$ cat src/rtl/piso_serializer.sv
// Parallel-in/serial-out stage with a one-word holding buffer. It accepts words over valid/ready
// and shifts them out one bit per clock, with sof/eof framing strobes. Back-to-back words stream gap-free.
module piso_serializer #(
  parameter int WIDTH     = 4,
  parameter bit LSB_FIRST = 1'b0,
  parameter bit IDLE_VAL  = 1'b0
) (
  input  logic             clk,
  input  logic             rstn,
  input  logic [WIDTH-1:0] data_i,
  input  logic             valid_i,
  output logic             ready_o,
  output logic             x_o,
  output logic             x_vld_o,
  output logic             sof_o,
  output logic             eof_o,
  output logic             busy_o
);

  localparam int CW = (WIDTH > 1) ? $clog2(WIDTH) : 1;
  localparam logic [CW-1:0] LAST_CNT = CW'(WIDTH - 1);

  typedef enum logic {
    IDLE  = 1'b0,
    SHIFT = 1'b1
  } state_t;

  state_t           state_q, state_d;
  logic [WIDTH-1:0] hbuf_q, hbuf_d;
  logic             hvld_q, hvld_d;
  logic [WIDTH-1:0] sh_q, sh_d;
  logic [CW-1:0]    cnt_q, cnt_d;

  logic             accept;
  logic             last_bit;
  logic             load;
  logic [WIDTH-1:0] sh_next;

  // Shift toward whichever end feeds x_o.
  generate
    if (LSB_FIRST) begin : g_lsb
      assign sh_next = {1'b0, sh_q[WIDTH-1:1]};
    end else begin : g_msb
      assign sh_next = {sh_q[WIDTH-2:0], 1'b0};
    end
  endgenerate

  always_comb begin
    accept   = valid_i && !hvld_q;
    last_bit = (state_q == SHIFT) && (cnt_q == LAST_CNT);
    load     = hvld_q && ((state_q == IDLE) || last_bit);

    state_d = state_q;
    hbuf_d  = hbuf_q;
    hvld_d  = hvld_q;
    sh_d    = sh_q;
    cnt_d   = cnt_q;

    // accept needs hvld_q=0 and load needs hvld_q=1, so they never collide
    if (accept) begin
      hbuf_d = data_i;
      hvld_d = 1'b1;
    end

    if (load) begin
      sh_d    = hbuf_q;
      cnt_d   = '0;
      state_d = SHIFT;
      hvld_d  = 1'b0;
    end else if (state_q == SHIFT) begin
      if (last_bit) begin
        state_d = IDLE;
      end else begin
        sh_d  = sh_next;
        cnt_d = cnt_q + 1'b1;
      end
    end
  end

  always_ff @(posedge clk or negedge rstn) begin
    if (!rstn) begin
      state_q <= IDLE;
      hbuf_q  <= '0;
      hvld_q  <= 1'b0;
      sh_q    <= '0;
      cnt_q   <= '0;
    end else begin
      state_q <= state_d;
      hbuf_q  <= hbuf_d;
      hvld_q  <= hvld_d;
      sh_q    <= sh_d;
      cnt_q   <= cnt_d;
    end
  end

  always_comb begin
    ready_o = !hvld_q;
    busy_o  = (state_q == SHIFT) || hvld_q;
    x_o     = IDLE_VAL;
    x_vld_o = 1'b0;
    sof_o   = 1'b0;
    eof_o   = 1'b0;
    if (state_q == SHIFT) begin
      x_o     = LSB_FIRST ? sh_q[0] : sh_q[WIDTH-1];
      x_vld_o = 1'b1;
      sof_o   = (cnt_q == '0);
      eof_o   = (cnt_q == LAST_CNT);
    end
  end

endmodule

$ cat config.mk
export PLATFORM = sky130hd
export DESIGN_NAME = piso_serializer
export DESIGN_NICKNAME = d
export VERILOG_FILES = /design/src/rtl/piso_serializer.sv
export SDC_FILE = /design/constraint.sdc
export NUM_CORES = 1
export LEC_CHECK = 0
export ABC_AREA = 1
export BUFFER_PORTS_ARGS = -buffer_cell sky130_fd_sc_hd__buf_2
export CAP_MARGIN = 20
export CORE_MARGIN = 5
export CORE_UTILIZATION = 25
export CTS_BUF_LIST = sky130_fd_sc_hd__clkbuf_2 sky130_fd_sc_hd__clkbuf_4 sky130_fd_sc_hd__clkbuf_8
export DETAILED_ROUTE_END_ITERATION = 16
export PLACE_DENSITY_LB_ADDON = 0.12
export SKIP_LAST_GASP = 1
export SYNTH_ARGS = -nofsm -noshare
export SYNTH_HDL_FRONTEND = slang
export SYNTH_SLANG_ARGS = --single-unit
$ cat constraint.sdc
create_clock -name clk -period 2.7 [get_ports clk]
set_input_delay 0.27 -clock clk [delete_from_list [all_inputs] [get_ports clk]]
set_output_delay 0.27 -clock clk [all_outputs]
set_load 0.01 [all_outputs]
After elaboration in Yosys (flattened, before gate mapping)
Index checks and enable logic that the tools add are counted.
{"block": "word_totals", "reg_bits": 12, "input_bits": 7, "wordCells": 34}
{"block": "op_classes", "add_sub_neg": 1, "n_reduce_logical": 10, "n_mux": 15, "n_eq_ne": 2, "n_bitwise": 1}
{"op": "$mux 4", "n": 3}
{"op": "$mux 1", "n": 9}
{"op": "$mux 2", "n": 3}
{"op": "$reduce_bool 2->1", "n": 2}
{"op": "$logic_and 1x1->1", "n": 3}
{"op": "$add 2x1->2 const B", "n": 1}
{"op": "$eq 2x2->1 const B", "n": 1}
{"op": "$logic_not 2->1", "n": 1}
{"op": "$logic_or 1x1->1", "n": 2}
{"op": "$ne 2x1->1 const B", "n": 1}
{"op": "$reduce_and 2->1", "n": 1}
{"op": "$logic_not 1->1", "n": 1}
{"op": "$not 1->1", "n": 1}

Depth between registers and ports, before layout
{"block": "logic_depth", "depth_word": 6, "mapped_depth": 5}

Least setup slack after synthesis
No wires, ideal clock.
{"block": "synth_path", "path_type": "register -> register", "start": "register cnt_q[0]", "end": "register sh_q[1]", "n_path_buf": 0, "required_ps": 2576, "slack_ps": 1646, "t_arrival_ps": 929, "path_stages_with_launch": 6, "cell_sequence": "dfrtp_1 ha_1 inv_1 nand2_4 nand3_1 nand3_1"}
{"block": "synth_via", "elab_chain_len": 6, "word_cells_on_any_way": 8}
{"item": "start: declaration", "line_no": "32", "text": "logic [CW-1:0] cnt_q, cnt_d;"}
{"item": "start signal: assignment", "line_no": "92", "text": "cnt_q <= cnt_d;"}
{"item": "$eq 2x2->1 *", "line_no": "50", "text": "last_bit = (state_q == SHIFT) && (cnt_q == LAST_CNT);"}
{"item": "$logic_and 1x1->1 *", "line_no": "50"}
{"item": "$logic_or 1x1->1", "line_no": "51", "text": "load = hvld_q && ((state_q == IDLE) || last_bit);"}
{"item": "$logic_and 1x1->1", "line_no": "51"}
{"item": "$ne 2x1->1 (no line) / $reduce_bool 2->1 (equally long branches)"}
{"item": "$reduce_and 2->1 (no line)"}
{"item": "end signal: assignment", "line_no": "85", "text": "sh_q <= '0;"}
{"item": "end signal: assignment", "line_no": "91", "text": "sh_q <= sh_d;"}
{"item": "end: declaration", "line_no": "31", "text": "logic [WIDTH-1:0] sh_q, sh_d;"}
Mark *: on every way between the ends. The rest lies on a longest branch, timed or not.
A chain may end at the register's enable or synchronous reset.

Worst setup path in the final report
{"block": "layout_path", "start": "register hvld_q", "end": "output busy_o"}
{"block": "layout_via", "elab_chain_len": 1}
{"item": "start: declaration", "line_no": "30", "text": "logic hvld_q, hvld_d;"}
{"item": "start signal: assignment", "line_no": "90", "text": "hvld_q <= hvld_d;"}
{"item": "$logic_or 1x1->1", "line_no": "98", "text": "busy_o = (state_q == SHIFT) || hvld_q;"}
{"item": "end: declaration", "line_no": "17", "text": "output logic busy_o"}
No other way between the ends.

==> impl_metrics.env <==
export IMPL_rsz0062_at_grt="false"
export IMPL_rows=17
export IMPL_post_synth_top_count_cell="nand2_1"
export IMPL_ys_ff_latch=12
export IMPL_pre_cts_slack_ns=1.57
export IMPL_finalHoldViolations=0
export IMPL_synth_top_cell_area_share=0.524
export IMPL_synth_nets=72
export IMPL_synth_adder_area_share=0.0437
export IMPL_cts_buffer_depth=2
export IMPL_syn2layout_area_growth_pct=22.7
export IMPL_synthSimpleGateAreaFrac=0.314
export IMPL_multi_input_area_um2=231
export IMPL_async_reset_ff_frac=1.00
export IMPL_viasPerCell=4.07
export IMPL_fmax_mhz=703
export IMPL_utilization=0.321
export IMPL_cts_sinks=12
export IMPL_fin_crit_sh=0.527
export IMPL_synth_mux_area_frac=0
export IMPL_cts_resized=0
export IMPL_start_kind="register"
export IMPL_yosys_top_cells_count="nand2_1, nand3_1, dfrtp_1"
export IMPL_synth_top_family_by_area="simple AND/OR/NAND/NOR gates"
export IMPL_maxCapViolCount=0
export IMPL_status="finished, final reports clean"
export IMPL_diodes=0
export IMPL_die_y_um=57.9
export IMPL_path_class="register to primary output"
export IMPL_finalWirelength_um=1060
export IMPL_timing_final_crit_period_ns=1.42
export IMPL_core_area_mm2=0.00219
export IMPL_grt_pass1_vias=438
export IMPL_startpoint="hvld_q$_DFFE_PN0P_"
export IMPL_total_power_mw=0.843
export IMPL_fin_setup_tns_ns=0
export IMPL_cpPeakStageDelay_ns=0.43
export IMPL_cts_setup_buffers=0
export IMPL_dp_hpwl_um=815
export IMPL_start_util=0.262
export IMPL_io_pins=13
export IMPL_drcViolationCount=0
export IMPL_grt_pass1_wl_um=1930
export IMPL_synth_flop_cell="dfrtp_1"
export IMPL_hold_path_class="input pin to register"
export IMPL_synthCells=63
export IMPL_root_buffer="clkbuf_4"
export IMPL_timing_final_ws_setup_ns=1.28
export IMPL_drt_iter0_markers=4
export IMPL_ys_types=10
export IMPL_regArea_um2=300
export IMPL_setup_violations=0
export IMPL_drt_pass1_iter_count=3
export IMPL_maxSlewHeadroom=0.817
export IMPL_die_area_mm2=0.00335
export IMPL_grt_start_max_net_pins=14
export IMPL_overflow=0
export IMPL_path_clk_slew_ns=0.08
export IMPL_reg2reg_from="cnt_q[0]$_DFFE_PN0P_"
export IMPL_drv_slew=0
export IMPL_yosys_area_share_xor_xnor=0
export IMPL_final_antenna_net_count=0
export IMPL_hold_path_startpoint="data_i[0]"
export IMPL_antenna_found_initial=0
export IMPL_cts_buffers_inserted=3
export IMPL_routabilityCongestion=0.666
export IMPL_p_leak_nw=0.390
export IMPL_seq_area_frac_synth=0.524
export IMPL_synth_top_area_cell="dfrtp_1"
export IMPL_cts_tree="yes"
export IMPL_synth_compound_area_share=0.0459
export IMPL_tightest_slew_ns=0.274
export IMPL_synthTopCellsByArea="dfrtp_1, nand3_1, nand2_1"
export IMPL_slowest_stage="dfrtp_1"
export IMPL_fin_skew_ns=0.00795
export IMPL_irDropWorstVdd_v=0.000388
export IMPL_synth_edf_count=0
export IMPL_crit_path_end_kind="primary output"
export IMPL_critPathRequiredTime_ns=2.43
export IMPL_clk_insertion_delay_late_ns=0.27
export IMPL_worstPathArrival_ns=1.15
export IMPL_fillers=243
export IMPL_path_cells="inv_2 > nand2_1 > buf_2"
export IMPL_track_usage=0.0745
export IMPL_power_density_mw_per_mm2=1200
export IMPL_ctsHoldBuffers=1
export IMPL_crit_fanout=13
export IMPL_wl_per_cell_um=9.88
export IMPL_placement_io_buffers=12
export IMPL_synth_area_um2=573
export IMPL_die_w_um=57.9
export IMPL_syn_area_per_cell_um2=9.10
export IMPL_drive_gt1_frac=0.304
export IMPL_nNetsFinal=89
export IMPL_vias=435
export IMPL_htreeDepth=1
export IMPL_synth_warnings=0
[per-stage QoR]
step,area [um2],cells,hold WS (ns)
2_1_floorplan,573,63,-0.0256
3_3_place_gp,657,102,0.173
3_5_place_dp,657,102,0.165
4_1_cts,703,107,0.222
5_1_grt,703,107,0.215
6_report,703,107,0.223
[path summary, 6_finish.rpt]
path                                         end  slack (ns)  cells past startpoint
setup / recovery                          busy_o        1.28                      3
hold / removal             hbuf_q[0]$_DFFE_PN0P_        0.22                      3
setup reg to reg             sh_q[1]$_DFFE_PN0P_        1.57                      5
hold reg to reg            hbuf_q[3]$_DFFE_PN0P_        0.49                      2
max in group asynchronous   cnt_q[1]$_DFFE_PN0P_        2.08                      2
min in group asynchronous  hbuf_q[2]$_DFFE_PN0P_        0.40                      2
[report_power, final]
part | switching [mW] | internal (mW) | total (mW) | leakage (nW)
Sequential | 0.0603 | 0.259 | 0.319 | 0.149
Clock | 0.0618 | 0.0818 | 0.144 | 0.0210
Combinational | 0.240 | 0.140 | 0.380 | 0.220
[per-layer routing]
layer  global-route usage  wire, um  vias up
met5                    0         0        -
li1                     -         -      234
met2                0.102       400       11
met4               0.0397        17        0
met3               0.0312        73        2
met1               0.0986       566      188
[layout by cell type (no fill, tap or decap)]
| master | n |
|---|---|
| clkbuf_8 | 1 |
| inv_1 | 6 |
| buf_2 | 12 |
| nand2_4 | 2 |
| o21ai_2 | 3 |
| inv_2 | 2 |
| nand3_1 | 15 |
| dfrtp_1 | 12 |
| nand2_1 | 19 |
| nor2_4 | 1 |
| dlygate4sd3_1 | 1 |
| ha_1 | 2 |
| clkbuf_4 | 3 |
[cells by family after synthesis]
| family | Yosys count |
|---|---|
| compound gates | 3 |
| fa+ha+maj | 2 |
| buf+inv | 9 |
| flops | 12 |
| simple gates | 37 |
[worst max-delay path, delay by kind of cell, from the launching register on]
kind | cells | cell delay (ns)
buffers and inverters | 2 | 0.37
AND/OR/NAND/NOR | 1 | 0.08
flip-flops | 1 | 0.43
[registers in the layout, summed over array words and instances, names as in the netlist]
name	cells
hbuf_q	4
sh_q	4
cnt_q	2
hvld_q	1
state_q	1
[cell type report]
class | count | share of cell area
Multi-Input combinational cell | 42 | 0.329
Timing Repair Buffer | 13 | 0.0996
Tap cell | 28 | 0.0498
Clock buffer | 4 | 0.0516
Sequential cell | 12 | 0.427
Inverter | 8 | 0.0427
Power figures use the tool's default switching activity.
